===== src/rtl/friscv_cache_fetcher.sv =====
// Cache line refill engine: one aligned AXI4 INCR burst per miss, packed into a line buffer
// and written to the cache blocks in one full-strobe write. Optional macro: CACHE_FETCH_ERR_CHECK_EN.
module friscv_cache_fetcher #(
    parameter int ADDR_W        = 32,
    parameter int AXI_DATA_W    = 32,
    parameter int AXI_ID_W      = 8,
    parameter int AXI_ID        = 'h10,
    parameter int CACHE_BLOCK_W = 128
) (
    input  logic                       aclk,
    input  logic                       aresetn,
    input  logic                       srst,
    input  logic                       miss_valid,
    output logic                       miss_ready,
    input  logic [ADDR_W-1:0]          miss_addr,
    output logic                       arvalid,
    input  logic                       arready,
    output logic [ADDR_W-1:0]          araddr,
    output logic [7:0]                 arlen,
    output logic [2:0]                 arsize,
    output logic [1:0]                 arburst,
    output logic [AXI_ID_W-1:0]        arid,
    input  logic                       rvalid,
    output logic                       rready,
    input  logic [AXI_DATA_W-1:0]      rdata,
    input  logic [1:0]                 rresp,
    input  logic                       rlast,
    output logic                       cache_wen,
    output logic [ADDR_W-1:0]          cache_waddr,
    output logic [CACHE_BLOCK_W-1:0]   cache_wdata,
    output logic [CACHE_BLOCK_W/8-1:0] cache_wstrb,
    output logic                       fetch_done,
    output logic                       fetch_err
);

    localparam int NB_BEATS = CACHE_BLOCK_W / AXI_DATA_W;
    localparam int CNT_W    = $clog2(NB_BEATS) + 1;
    localparam int OFF_W    = $clog2(CACHE_BLOCK_W / 8);
    localparam logic [ADDR_W-1:0] LINE_MASK = ~(ADDR_W'((64'd1 << OFF_W) - 64'd1));

    // state | meaning
    // IDLE  | waiting for a miss, miss_ready high
    // ADDR  | AR request presented until arready
    // DATA  | collecting R beats into the line buffer
    // WRITE | single-cycle line write / completion pulse
    localparam logic [1:0] IDLE  = 2'd0;
    localparam logic [1:0] ADDR  = 2'd1;
    localparam logic [1:0] DATA  = 2'd2;
    localparam logic [1:0] WRITE = 2'd3;

    logic [1:0]               state_q, state_d;
    logic                     ready_q, ready_d;
    logic [ADDR_W-1:0]        addr_q, addr_d;
    logic [CACHE_BLOCK_W-1:0] line_q, line_d;
    logic [CNT_W-1:0]         cnt_q, cnt_d;
    logic                     err_q, err_d;
    logic                     wr_cycle;

    always_comb begin
        state_d = state_q;
        addr_d  = addr_q;
        line_d  = line_q;
        cnt_d   = cnt_q;
        err_d   = err_q;
        case (state_q)
            IDLE: begin
                if (miss_valid && ready_q) begin
                    addr_d  = miss_addr & LINE_MASK;
                    line_d  = '0;
                    cnt_d   = '0;
                    state_d = ADDR;
                end
            end
            ADDR: begin
                if (arready) state_d = DATA;
            end
            DATA: begin
                if (rvalid) begin
                    // a saturated counter matches no lane, so late beats are dropped
                    for (int i = 0; i < NB_BEATS; i++) begin
                        if (cnt_q == CNT_W'(i)) line_d[i*AXI_DATA_W +: AXI_DATA_W] = rdata;
                    end
                    if (cnt_q != CNT_W'(NB_BEATS)) cnt_d = cnt_q + CNT_W'(1);
`ifdef CACHE_FETCH_ERR_CHECK_EN
                    if ((rresp != 2'b00) || (rlast && (cnt_q != CNT_W'(NB_BEATS - 1))))
                        err_d = 1'b1;
`endif
                    if (rlast) state_d = WRITE;
                end
            end
            default: state_d = IDLE;
        endcase
        if (srst) begin
            state_d = IDLE;
            cnt_d   = '0;
        end
        if (state_d == IDLE) err_d = 1'b0;
        ready_d = (state_d == IDLE);
    end

    always_ff @(posedge aclk or negedge aresetn) begin
        if (!aresetn) begin
            state_q <= IDLE;
            ready_q <= 1'b0;
            addr_q  <= '0;
            line_q  <= '0;
            cnt_q   <= '0;
            err_q   <= 1'b0;
        end else begin
            state_q <= state_d;
            ready_q <= ready_d;
            addr_q  <= addr_d;
            line_q  <= line_d;
            cnt_q   <= cnt_d;
            err_q   <= err_d;
        end
    end

`ifndef CACHE_FETCH_ERR_CHECK_EN
    logic unused_rresp;
    assign unused_rresp = ^rresp;
`endif

    assign wr_cycle    = (state_q == WRITE) && !srst;
    assign miss_ready  = ready_q;
    assign arvalid     = (state_q == ADDR) && !srst;
    assign araddr      = addr_q;
    assign arlen       = 8'(NB_BEATS - 1);
    assign arsize      = 3'($clog2(AXI_DATA_W / 8));
    assign arburst     = 2'b01;
    assign arid        = AXI_ID_W'(AXI_ID);
    assign rready      = (state_q == DATA) && !srst;
    assign cache_wen   = wr_cycle && !err_q;
    assign fetch_done  = wr_cycle && !err_q;
    assign fetch_err   = wr_cycle && err_q;
    assign cache_waddr = addr_q;
    assign cache_wdata = line_q;
    assign cache_wstrb = '1;

endmodule


===== config.mk =====
export PLATFORM = sky130hd
export DESIGN_NAME = friscv_cache_fetcher
export DESIGN_NICKNAME = d
export VERILOG_FILES = /design/src/rtl/friscv_cache_fetcher.sv
export SDC_FILE = /design/constraint.sdc
export NUM_CORES = 1
export LEC_CHECK = 0
export BUFFER_PORTS_ARGS = -buffer_cell sky130_fd_sc_hd__clkbuf_2
export CORE_ASPECT_RATIO = 0.8
export CORE_MARGIN = 3
export CORE_UTILIZATION = 48
export CTS_CLUSTER_DIAMETER = 60
export DETAILED_ROUTE_END_ITERATION = 8
export PLACE_DENSITY = 0.81
export SETUP_SLACK_MARGIN = 0.4
export SYNTH_ARGS = -nofsm -noshare
export SYNTH_HDL_FRONTEND = slang
export SYNTH_SLANG_ARGS = --single-unit
export TNS_END_PERCENT = 50

===== constraint.sdc =====
create_clock -name aclk -period 2.3 [get_ports aclk]
set_clock_uncertainty 0.15 [all_clocks]
set_input_delay 0.345 -clock aclk [delete_from_list [all_inputs] [get_ports aclk]]
set_output_delay 0.345 -clock aclk [all_outputs]
set_load 0.01 [all_outputs]

==> summary.txt, run 1 <==
Run status
  • Status: finished, final reports clean

Timing
  • Period utilization: 0.805
  • Final-report hold violation count: 0
  • Fmax: 540 MHz
  • RSZ-0062 raised after global routing: yes
  • Min Tclk post-route: 1.85 ns
  • Final slew viol count: 0
  • Final-report setup violation count: 0
  • Post-route setup TNS: 0 ns

Yosys
  • Yosys top cell area share: 0.566
  • Synth cell count leaders: dfrtp_1 (162), o2bb2ai_1 (96), buf_4 (83)
  • Top-count cell post-synth: dfrtp_1
  • Most used flip-flop cell after synthesis: dfrtp_1
  • Number of synthesized flops with an enable pin: 0
  • Ranking of synthesized cells by area: dfrtp_1 (57%), o2bb2ai_1 (12%), buf_4 (8.7%)
  • Ys async rst share: 1.00
  • Cell taking the most area after synthesis: dfrtp_1
  • Sequential-to-total area share from yosys stat: 0.566
  • YS warnings: 0
  • Synth Instances: 581
  • Post-Syn Area: 0.00717 sq mm
  • Register bit total from synthesis: 162
  • Post-synthesis average cell area: 12.3 sq um
  • Cell variety after synth: 40

Worst setup path
  • CP max stage cell: dfrtp_2
  • CP cell instances: inv_2, nor3_2, clkbuf_2
  • Worst path max stage delay: 0.42 ns
  • Crit end category: primary output
  • CP Buf/Inv Count: 2
  • CP arrival: 1.36 ns
  • Delay-heaviest family, CP: flip-flops
  • CP max FO: 7
  • Critical path type: reg -> out
  • Crit path required time: 1.80 ns
  • Startpoint Class: register

Clock tree
  • Clk Latency, worst-skew pair: 0.41 ns
  • H-tree levels: 4
  • Clock buffer count from CTS: 17
  • Sinks on Clock Net: 162
  • Clk pin slew, worst setup/hold paths: 0.06 ns
  • CTS tree: built
  • Root buffer cell: clkbuf_16
  • Clock buffer depth: 2

Detailed routing
  • Routed Antenna Nets: 0
  • Initial detailed-routing violation count: 315
  • Routed wire length: 18600 microns
  • DRC violation count after routing: 0
  • Vias/cell: 5.11
  • DR vias: 5323
  • Pre-antenna DRT Iters: 4
  • DR WL/cell: 17.8 microns

Cells and area
  • Fill count: 1125
  • ANT cells: 0
  • Register area: 0.00406 sq mm
  • Layout cells sized above 1: 0.407
  • Area of the multi-input gates: 0.00233 sq mm
  • Synthesis-to-finish area growth: 28.9%
  • Nets@finish: 924
  • Final Util: 0.639

Global routing
  • Number of global-route vias before repair: 5188
  • Remaining Overflow, GRT: 0
  • Global-route wire length before repair: 29000 microns
  • Initial antenna violation count: 0
  • Total track usage: 0.229
  • Largest net degree at the start of global routing: 56

Die
  • Die span in y: 115 microns
  • IO Pins: 308
  • Num rows: 39
  • Chip width: 143 microns
  • Core Footprint: 0.0144 sq mm
  • Die area: 0.0164 sq mm
  • Initial Utilization: 0.496

Placed design
  • IO Port Bufs: 255
  • Placer Congestion: 0.793
  • DP Wirelength: 12800 microns

Power
  • P_leak: 4.63 nW
  • VDD IR max: 0.000504 V
  • Power Dens Cells: 785 mW/mm^2

Run
  • Max-Cap Viols: 0

Min path
  • Hold WC Path Type: in -> reg
[sequential cells by signal (all words and copies together), names as in the netlist]
register,count
cache_wdata,128
araddr,28
cnt_q,3
state_q,2
miss_ready,1
[through the flow]
step / power [mW] / worst slack (ns) / std cells / instance area, sq um / hold WS, ns
final: 7.25 / 0.449 / 1042 / 9240 / 0.0198
after global routing: 7.58 / 0.371 / 1042 / 9240 / 0.00519
after CTS: 7.32 / 0.405 / 1041 / 9220 / 0.00128
after detailed placement: 4.55 / 0.352 / 970 / 8250 / 0.146
after global placement: 4.53 / 0.368 / 970 / 8250 / 0.145
after floorplan: 4.19 / 0.582 / 625 / 7330 / -0.101
[worst paths after layout]
path,from,endpoint,slack [ns],depth (start not counted)
setup / recovery,state_q[1],fetch_done,0.45,3
hold reg to reg,cache_wdata[1],cache_wdata[1],0.34,1
hold / removal,miss_addr[24],araddr[24],0.02,2
max in group asynchronous,aresetn,state_q[1],1.02,3
min in group asynchronous,aresetn,cache_wdata[105],0.28,2
setup reg to reg,cnt_q[0],cache_wdata[97],0.47,6
[timing repair]
| action | 4_1_cts | 5_1_grt |
|---|---|---|
| gates resized for setup | 4 | 3 |
| endpoints found under the setup margin | 24 | 49 |
| hold buffers | 35 | 0 |
| pin swaps | 1 | 0 |
| endpoints found under the hold margin | 73 | 0 |
| setup buffers | 5 | 1 |
[metal layers]
layer / vias up / track usage / share of wire
li1: 2431 / - / -
met4: 0 / 0.0792 / 0.018
met3: 24 / 0.0607 / 0.076
met1: 2623 / 0.303 / 0.41
met2: 245 / 0.370 / 0.50
met5: - / 0 / 0
[area by class of cell]
cell class              count  area share
clock buffers              20      0.0505
inverters                  37      0.0154
clock inverters            11      0.0103
well taps                 184      0.0249
repair buffers            311       0.207
flip-flops and latches    162       0.439
multi-input cells         317       0.252
[placed cells by master (no fill, tap or decap), types with 10 or more instances in the layout]
cell and instances:
buf_12 10, buf_4 11, clkbuf_16 17, clkbuf_2 253, conb_1 46, dfrtp_1 160, dlygate4sd3_1 35, inv_1 35
mux2_2 27, mux2i_1 32, nand2_1 71, o2bb2ai_1 96
[report_power, final]
| part | leakage, nW | internal, mW | switching (mW) |
|---|---|---|---|
| clock network | 0.268 | 1.49 | 1.19 |
| logic | 2.18 | 0.599 | 0.758 |
| registers | 2.18 | 3.06 | 0.151 |
[cell families (layout without fill, tap and decap cells)]
logic type               count (synthesis)  count (layout)  synth area share
AO/OA/AOI/OAI                          111             111             0.141
multiplexers                            60              60            0.0887
flip-flops                             162             162             0.566
AND/OR/NAND/NOR                         95              95            0.0608
other                                    2              46           0.00105
adder cells (fa/ha/maj)                  5               5           0.00873
buffers and inverters                  146             379             0.134
Power figures use the tool's default switching activity.
==> inputs of run 2 (changes only) <==
--- a/config.mk
+++ b/config.mk
@@ -5,13 +5,14 @@
 export SDC_FILE = /design/constraint.sdc
 export NUM_CORES = 1
 export LEC_CHECK = 0
+export ABC_AREA = 1
 export BUFFER_PORTS_ARGS = -buffer_cell sky130_fd_sc_hd__clkbuf_2
 export CORE_ASPECT_RATIO = 0.8
 export CORE_MARGIN = 3
 export CORE_UTILIZATION = 48
 export CTS_CLUSTER_DIAMETER = 60
 export DETAILED_ROUTE_END_ITERATION = 8
-export PLACE_DENSITY = 0.81
+export PLACE_DENSITY = 0.8
 export SETUP_SLACK_MARGIN = 0.4
 export SYNTH_ARGS = -nofsm -noshare
 export SYNTH_HDL_FRONTEND = slang
==> constraint.sdc (replaced) <==
create_clock -name aclk -period 1.9 [get_ports aclk]
set_clock_uncertainty 0.15 [all_clocks]
set_input_delay 0.285 -clock aclk [delete_from_list [all_inputs] [get_ports aclk]]
set_output_delay 0.285 -clock aclk [all_outputs]
set_load 0.01 [all_outputs]
==> run 2 against run 1 <==
Net effect: routed wire length is 31% higher; clock power up 27%; power grew 46%; utilization grew 7.3 points; setup slack worse by 0.29 ns; critical path depth is 7 higher; hold slack better by 0.037 ns; die area is 2.5% higher; synthesized area rose by 2.7%; register-to-register slack got worse by 0.31 ns.
==> summary.txt, run 2 <==
Yosys
  • Ranking of synthesized cells by area: dfrtp_1 (55%), nand2_1 (17%), nand3_1 (11%) (was dfrtp_1 (57%), o2bb2ai_1 (12%), buf_4 (8.7%))
  • YS warnings: 0 (unchanged)
  • Most used flip-flop cell after synthesis: dfrtp_1 (unchanged)
  • Mux cell area share after synthesis: 0 (was 0.0887)
  • Yosys top cell area share: 0.551 (was 0.566)
  • Cell variety after synth: 19 (was 40)
  • Compound-cell area share of the yosys netlist: 0.000680 (was 0.141)
  • Synth cell count leaders: nand2_1 (337), dfrtp_1 (162), nand3_1 (162) (was dfrtp_1 (162), o2bb2ai_1 (96), buf_4 (83))
  • XOR/XNOR Fraction of Synth Area: 0 (unchanged)
  • Largest family of logic cells by synthesized area: simple AND/OR/NAND/NOR gates (was compound AO/OA/AOI/OAI gates)
  • Cell taking the most area after synthesis: dfrtp_1 (unchanged)
  • Sequential-to-total area share from yosys stat: 0.551 (was 0.566)
  • Simple logic cell fraction of the synthesized area: 0.308 (was 0.0608)
  • Post-synthesis average cell area: 8.34 sq um (was 12.3 sq um)
  • Post-Syn Area: 0.00736 sq mm (was 0.00717 sq mm)
  • Top-count cell post-synth: nand2_1 (was dfrtp_1)
  • Adder-cell share of the synthesized area: 0.00850 (was 0.00873)
  • Ys async rst share: 1.00 (unchanged)
  • Number of synthesized flops with an enable pin: 0 (unchanged)
  • Synth Instances: 882 (was 581)
  • Register bit total from synthesis: 162 (unchanged)

Die
  • Die area: 0.0169 sq mm (was 0.0164 sq mm)
  • Chip width: 144 microns (was 143 microns)
  • IO Pins: 308 (unchanged)
  • Initial Utilization: 0.502 (was 0.496)
  • Core Footprint: 0.0146 sq mm (was 0.0144 sq mm)
  • Die span in y: 117 microns (was 115 microns)
  • Num rows: 39 (unchanged)

Detailed routing
  • Vias/cell: 5.19 (was 5.11)
  • Routed wire length: 24300 microns (was 18600 microns)
  • DRC violation count after routing: 0 (unchanged)
  • Pre-antenna DRT Iters: 5 (was 4)
  • DR WL/cell: 17.9 microns (was 17.8 microns)
  • DR vias: 7063 (was 5323)
  • Initial detailed-routing violation count: 547 (was 315)
  • Routed Antenna Nets: 0 (unchanged)

Clock tree
  • CTS tree: built (unchanged)
  • Clock buffer depth: 2 (unchanged)
  • H-tree levels: 4 (unchanged)
  • Root buffer cell: clkbuf_16 (unchanged)
  • Clk Latency, worst-skew pair: 0.41 ns (about the same)
  • Clk pin slew, worst setup/hold paths: 0.07 ns (was 0.06 ns)
  • Clock buffer count from CTS: 17 (unchanged)
  • Sinks on Clock Net: 162 (unchanged)

Timing
  • Final-report setup violation count: 0 (unchanged)
  • Final slew viol count: 0 (unchanged)
  • Period utilization: 0.914
  • Post-route setup TNS: 0 ns (unchanged)
  • Fmax: 576 MHz
  • Min Tclk post-route: 1.74 ns
  • Worst hold slack: 0.0573 ns (was 0.0198 ns)
  • Final setup margin: 0.163 ns (was 0.449 ns)
  • RSZ-0062 raised after global routing: yes (unchanged)
  • Final-report hold violation count: 0 (unchanged)

Global routing
  • Global-route wire length before repair: 33900 microns (was 29000 microns)
  • Initial antenna violation count: 0 (unchanged)
  • Largest net degree at the start of global routing: 42 (was 56)
  • Number of global-route vias before repair: 6266 (was 5188)
  • Total track usage: 0.261 (was 0.229)
  • Remaining Overflow, GRT: 0 (unchanged)

Worst setup path
  • FF-to-FF End: cache_wdata[69] (was cache_wdata[97])
  • Worst Setup SP: state_q[0] (was state_q[1])
  • R2r worst-path depth: 10 (was 6)
  • Crit end category: register (was primary output)
  • Crit path required time: 2.11 ns (was 1.80 ns)
  • R2R Setup Slk: 0.16 ns (was 0.47 ns)
  • Critical path type: reg -> reg (was reg -> out)
  • Reg-to-reg startpoint: state_q[0] (was cnt_q[0])
  • Startpoint Class: register (unchanged)
  • Worst Setup EP: cache_wdata[69] (was fetch_done)
  • CP max FO: 5 (was 7)
  • CP arrival: 1.94 ns (was 1.36 ns)

Power
  • VDD IR max: 0.000728 V (was 0.000504 V)
  • P_leak: 6.13 nW (was 4.63 nW)
  • Power Dens Cells: 1010 mW/mm^2 (was 785 mW/mm^2)

Placed design
  • DP Wirelength: 14400 microns (was 12800 microns)
  • IO Port Bufs: 255 (unchanged)
  • Placer Congestion: 0.857 (was 0.793)
  • Pre-CTS setup slack: 0.0815 ns (was 0.352 ns)

Cells and area
  • Most frequent cells in the layout: nand2_1 (326), clkbuf_2 (251), dfrtp_1 (160), nand3_1 (146), conb_1 (46) (was clkbuf_2 (253), dfrtp_1 (160), o2bb2ai_1 (96), nand2_1 (71), conb_1 (46))
  • Most common cell after layout, fill and taps aside: nand2_1 (was clkbuf_2)
  • Max FFs per register: 128 (unchanged)
  • Fill count: 1132 (was 1125)
  • Synthesis-to-finish area growth: 41.9% (was 28.9%)
  • Nets@finish: 1243 (was 924)
  • Final Util: 0.713 (was 0.639)
  • Layout cells sized above 1: 0.346 (was 0.407)
  • ANT cells: 0 (unchanged)

Min path
  • Hold WC Path Type: in -> reg (unchanged)

Run
  • Max-Cap Viols: 0 (unchanged)

Run status
  • Status: finished, final reports clean (unchanged)
-- run 2: logic make-up (layout without fill, tap and decap cells) --
group	count (synthesis)	count (layout)
AO/OA/AOI/OAI	1	1
adder cells (fa/ha/maj)	5	5
AND/OR/NAND/NOR	544	546
buffers and inverters	168	418
other	2	46
flip-flops	162	162
-- run 2: cell type report --
cell class | count | area [sq um] | area share
inverter | 42 | 163 | 0.0156
timing repair buffer | 344 | 2560 | 0.245
multi-input combinational | 598 | 2840 | 0.272
clock inverter | 14 | 144 | 0.0138
sequential | 162 | 4060 | 0.389
clock buffer | 18 | 439 | 0.0421
tap | 184 | 230 | 0.0221
-- run 2: critical path: stages, from the launching register on --
cell,delay (ns)
dfrtp_2,0.46
buf_6,0.14
nor2_4,0.12
nand2_4,0.08
nand2_8,0.09
buf_12,0.11
buf_12,0.11
buf_12,0.12
clkbuf_16,0.15
nand3_2,0.05
nand2_1,0.08
-- run 2: power breakdown --
part	total (mW)	switching, mW	internal (mW)
logic	3.01	1.74	1.27
registers	4.13	0.304	3.83
clock network	3.41	1.53	1.88
-- run 2: stage by stage --
| step | cell area (sq um) | total power [mW] | std cells |
|---|---|---|---|
| after detailed placement | 8510 | 6.33 | 1266 |
| final | 10400 | 10.6 | 1362 |
| after global routing | 10400 | 11.0 | 1362 |
| after CTS | 9860 | 10.1 | 1346 |
| after global placement | 8510 | 6.28 | 1266 |
| after floorplan | 7570 | 5.60 | 926 |
-- run 2: how the worst min path moves through the flow --
| stage | from | to | cells after the start |
|---|---|---|---|
| after floorplan | aresetn | araddr[10] | 0 |
| after global placement | aresetn | cache_wdata[105] | 1 |
| after detailed placement | aresetn | cache_wdata[101] | 1 |
| after CTS | rdata[19] | cache_wdata[19] | 5 |
| after global routing | rdata[6] | cache_wdata[102] | 5 |
| final | rdata[10] | cache_wdata[106] | 5 |
-- run 2: metal layers --
layer / GRT usage / wire, microns / vias up / share of wire
li1: - / - / 3222 / -
met1: 0.369 / 10100 / 3406 / 0.42
met2: 0.413 / 11600 / 395 / 0.48
met3: 0.0532 / 2130 / 40 / 0.087
met4: 0.0764 / 483 / 0 / 0.020
met5: 0 / 0 / - / 0
-- run 2: timing repair --
action | in CTS | in global routing
pin swaps | 5 | 24
resized for setup | 52 | 71
cloned | 6 | 12
endpoints found under the hold margin | 133 | 0
buffers inserted | 12 | 4
hold buffers | 30 | 0
endpoints found under the setup margin | 137 | 165
==> inputs of run 3 (changes only) <==
--- a/config.mk
+++ b/config.mk
@@ -12,7 +12,7 @@
 export CORE_UTILIZATION = 48
 export CTS_CLUSTER_DIAMETER = 60
 export DETAILED_ROUTE_END_ITERATION = 8
-export PLACE_DENSITY = 0.8
+export PLACE_DENSITY = 0.79
 export SETUP_SLACK_MARGIN = 0.4
 export SYNTH_ARGS = -nofsm -noshare
 export SYNTH_HDL_FRONTEND = slang
==> run 3 against run 2 <==
Net effect: fmax decreased by 4.4%; global-route usage increased by 4.8 points; largest power group unchanged; utilization increased by 7.7 points; die area unchanged; critical path depth decreased by 1.
==> summary.txt, run 3 (synthesis gave the netlist of run 2 again) <==
Run status
  • Status: finished, final reports clean (unchanged)

Cells and area
  • Final Util: 0.790 (was 0.713)
  • Most frequent cells in the layout: nand2_1 (300), clkbuf_2 (251), dfrtp_1 (160), nand3_1 (116), conb_1 (46) (was nand2_1 (326), clkbuf_2 (251), dfrtp_1 (160), nand3_1 (146), conb_1 (46))
  • Final instance area: 0.0116 sq mm (was 0.0104 sq mm)
  • Area of the multi-input gates: 0.00305 sq mm (was 0.00284 sq mm)
  • Layout cells sized above 1: 0.413 (was 0.346)
  • Max FFs per register: 128 (unchanged)
  • Register area: 0.00406 sq mm (unchanged)
  • Synthesis-to-finish area growth: 57.2% (was 41.9%)
  • Most common cell after layout, fill and taps aside: nand2_1 (unchanged)
  • Fill count: 936 (was 1132)
  • ANT cells: 0 (unchanged)
  • Nets@finish: 1284 (was 1243)

Die
  • Core Footprint: 0.0146 sq mm (unchanged)
  • Chip width: 144 microns (unchanged)
  • IO Pins: 308 (unchanged)
  • Num rows: 39 (unchanged)
  • Die area: 0.0169 sq mm (unchanged)
  • Die span in y: 117 microns (unchanged)
  • Initial Utilization: 0.502 (unchanged)

Timing
  • Fmax: 550 MHz (was 576 MHz)
  • Worst hold slack: 0.0533 ns (was 0.0573 ns)
  • Final-report hold violation count: 0 (unchanged)
  • Post-route setup TNS: 0 ns (unchanged)
  • Slew HR: 0.652
  • Min Tclk post-route: 1.82 ns (was 1.74 ns)
  • RSZ-0062 raised after global routing: yes (unchanged)
  • Final-report setup violation count: 0 (unchanged)
  • Period utilization: 0.957 (was 0.914)
  • Tightest Pin Transition: 0.519 ns
  • Final slew viol count: 0 (unchanged)

Power
  • Power Dens Cells: 1010 mW/mm^2 (about the same)
  • Internal Power: 7.82 mW (was 6.98 mW)
  • Total power: 11.7 mW (was 10.6 mW)
  • Seq pwr share: 0.354 (was 0.392)
  • P_leak: 6.63 nW (was 6.13 nW)
  • Net Sw Power: 3.91 mW (was 3.57 mW)
  • Combinational share of power: 0.336 (was 0.285)
  • VDD IR max: 0.000750 V (was 0.000728 V)
  • Clock share of power: 0.311 (was 0.323)
  • Switching part of the total power: 0.333 (was 0.339)

Detailed routing
  • Initial detailed-routing violation count: 729 (was 547)
  • Routed Antenna Nets: 0 (unchanged)
  • DR vias: 7557 (was 7063)
  • Pre-antenna DRT Iters: 5 (unchanged)
  • Vias/cell: 5.39 (was 5.19)
  • DRC violation count after routing: 0 (unchanged)
  • Routed wire length: 29100 microns (was 24300 microns)
  • DR WL/cell: 20.8 microns (was 17.9 microns)

Worst setup path
  • Crit end category: register (unchanged)
  • CP cell instances: buf_6, nor2_4, nand2_4, nand2_8, buf_12, buf_12, buf_16, nand3_1, nand2_1 (was buf_6, nor2_4, nand2_4, nand2_8, buf_12, buf_12, buf_12, clkbuf_16, nand3_2, nand2_1)
  • CP arrival: 2.02 ns (was 1.94 ns)
  • Crit path required time: 2.11 ns (about the same)
  • Reg-to-reg startpoint: state_q[0] (unchanged)
  • Startpoint Class: register (unchanged)
  • Delay-heaviest family, CP: buffers and inverters (unchanged)
  • R2R Setup Slk: 0.08 ns (was 0.16 ns)
  • CP max stage cell: dfrtp_2 (unchanged)
  • CP max FO: 8 (was 5)
  • FF-to-FF End: cache_wdata[13] (was cache_wdata[69])
  • Worst path max stage delay: 0.46 ns (about the same)
  • Critical path type: reg -> reg (unchanged)
  • R2r worst-path depth: 9 (was 10)
  • Most used cell, CP: buf_12 (unchanged)
  • CP Buf/Inv Count: 4 (was 5)

Global routing
  • Number of global-route vias before repair: 7091 (was 6266)
  • Total track usage: 0.310 (was 0.261)
  • Largest net degree at the start of global routing: 49 (was 42)
  • Initial antenna violation count: 0 (unchanged)
  • Remaining Overflow, GRT: 0 (unchanged)
  • Global-route wire length before repair: 39400 microns (was 33900 microns)

Clock tree
  • Sinks on Clock Net: 162 (unchanged)
  • Clk pin slew, worst setup/hold paths: 0.07 ns (about the same)
  • Clock buffer count from CTS: 17 (unchanged)
  • Clock buffer depth: 2 (unchanged)
  • H-tree levels: 4 (unchanged)
  • Root buffer cell: clkbuf_16 (unchanged)
  • CTS tree: built (unchanged)
  • Clk Latency, worst-skew pair: 0.43 ns (was 0.41 ns)

Placed design
  • DP Wirelength: 14400 microns (about the same)
  • IO Port Bufs: 255 (unchanged)
  • Area after DPL: 0.00854 sq mm (was 0.00851 sq mm)
  • Placer Congestion: 0.832 (was 0.857)

Min path
  • Hold path startpoint: rdata[30] (was rdata[10])
  • Hold WC Path Type: in -> reg (unchanged)
  • Hold Crit Depth: 5 (unchanged)
  • Hold EP: cache_wdata[30] (was cache_wdata[106])

Run
  • Max-Cap Viols: 0 (unchanged)
## run 3: final cells by class
cell class | count | area share
Timing Repair Buffer | 387 | 0.298
Inverter | 42 | 0.0145
Clock inverter | 14 | 0.0153
Multi-Input combinational cell | 596 | 0.264
Tap cell | 184 | 0.0199
Clock buffer | 18 | 0.0380
Sequential cell | 162 | 0.351
## run 3: power groups by stage
stage / clock network [mW] / logic [mW] / registers [mW]
floorplan: 0 / 1.30 / 4.30
detailed placement: 0 / 2.19 / 4.17
global route: 3.79 / 4.14 / 4.18
finish: 3.64 / 3.94 / 4.15
global placement: 0 / 2.15 / 4.17
CTS: 3.63 / 3.33 / 4.12
## run 3: worst max-delay path by stage
| stage | start | endpoint | slack, ns | cells after the start |
|---|---|---|---|---|
| detailed placement | cnt_q[0] | cache_wdata[96] | 0.20 | 7 |
| CTS | state_q[1] | fetch_done | 0.14 | 4 |
| finish | state_q[0] | cache_wdata[13] | 0.08 | 9 |
| global route | state_q[1] | cache_wdata[13] | 0.01 | 9 |
| floorplan | cnt_q[0] | cache_wdata[100] | 0.34 | 8 |
| global placement | state_q[0] | cache_wdata[32] | 0.22 | 6 |
## run 3: metrics by stage
step,setup slack [ns],cells
floorplan,0.338,926
global placement,0.223,1267
detailed placement,0.196,1267
CTS,0.144,1379
global route,0.0149,1403
finish,0.0826,1403
## run 3: worst min-delay path, cell delays in order
cell,delay [ns]
clkbuf_2,0.08
inv_1,0.05
nor2_2,0.07
nand3_2,0.08
nand2_1,0.04
## run 3: repair_timing
item | 4_1_cts | 5_1_grt
cloned | 23 | 12
hold buffers | 30 | 0
endpoints found under the setup margin | 137 | 165
pin swaps | 17 | 52
endpoints found under the hold margin | 81 | 0
gates resized for setup | 111 | 90
setup buffers | 27 | 12
## run 3: routing by layer
| metal | wire length [microns] | vias up | part of all wire | track usage |
|---|---|---|---|---|
| met4 | 955 | 0 | 0.033 | 0.121 |
| met1 | 10900 | 3620 | 0.37 | 0.404 |
| li1 | - | 3313 | - | - |
| met2 | 14000 | 531 | 0.48 | 0.495 |
| met5 | 0 | - | 0 | 0 |
| met3 | 3310 | 93 | 0.11 | 0.0856 |
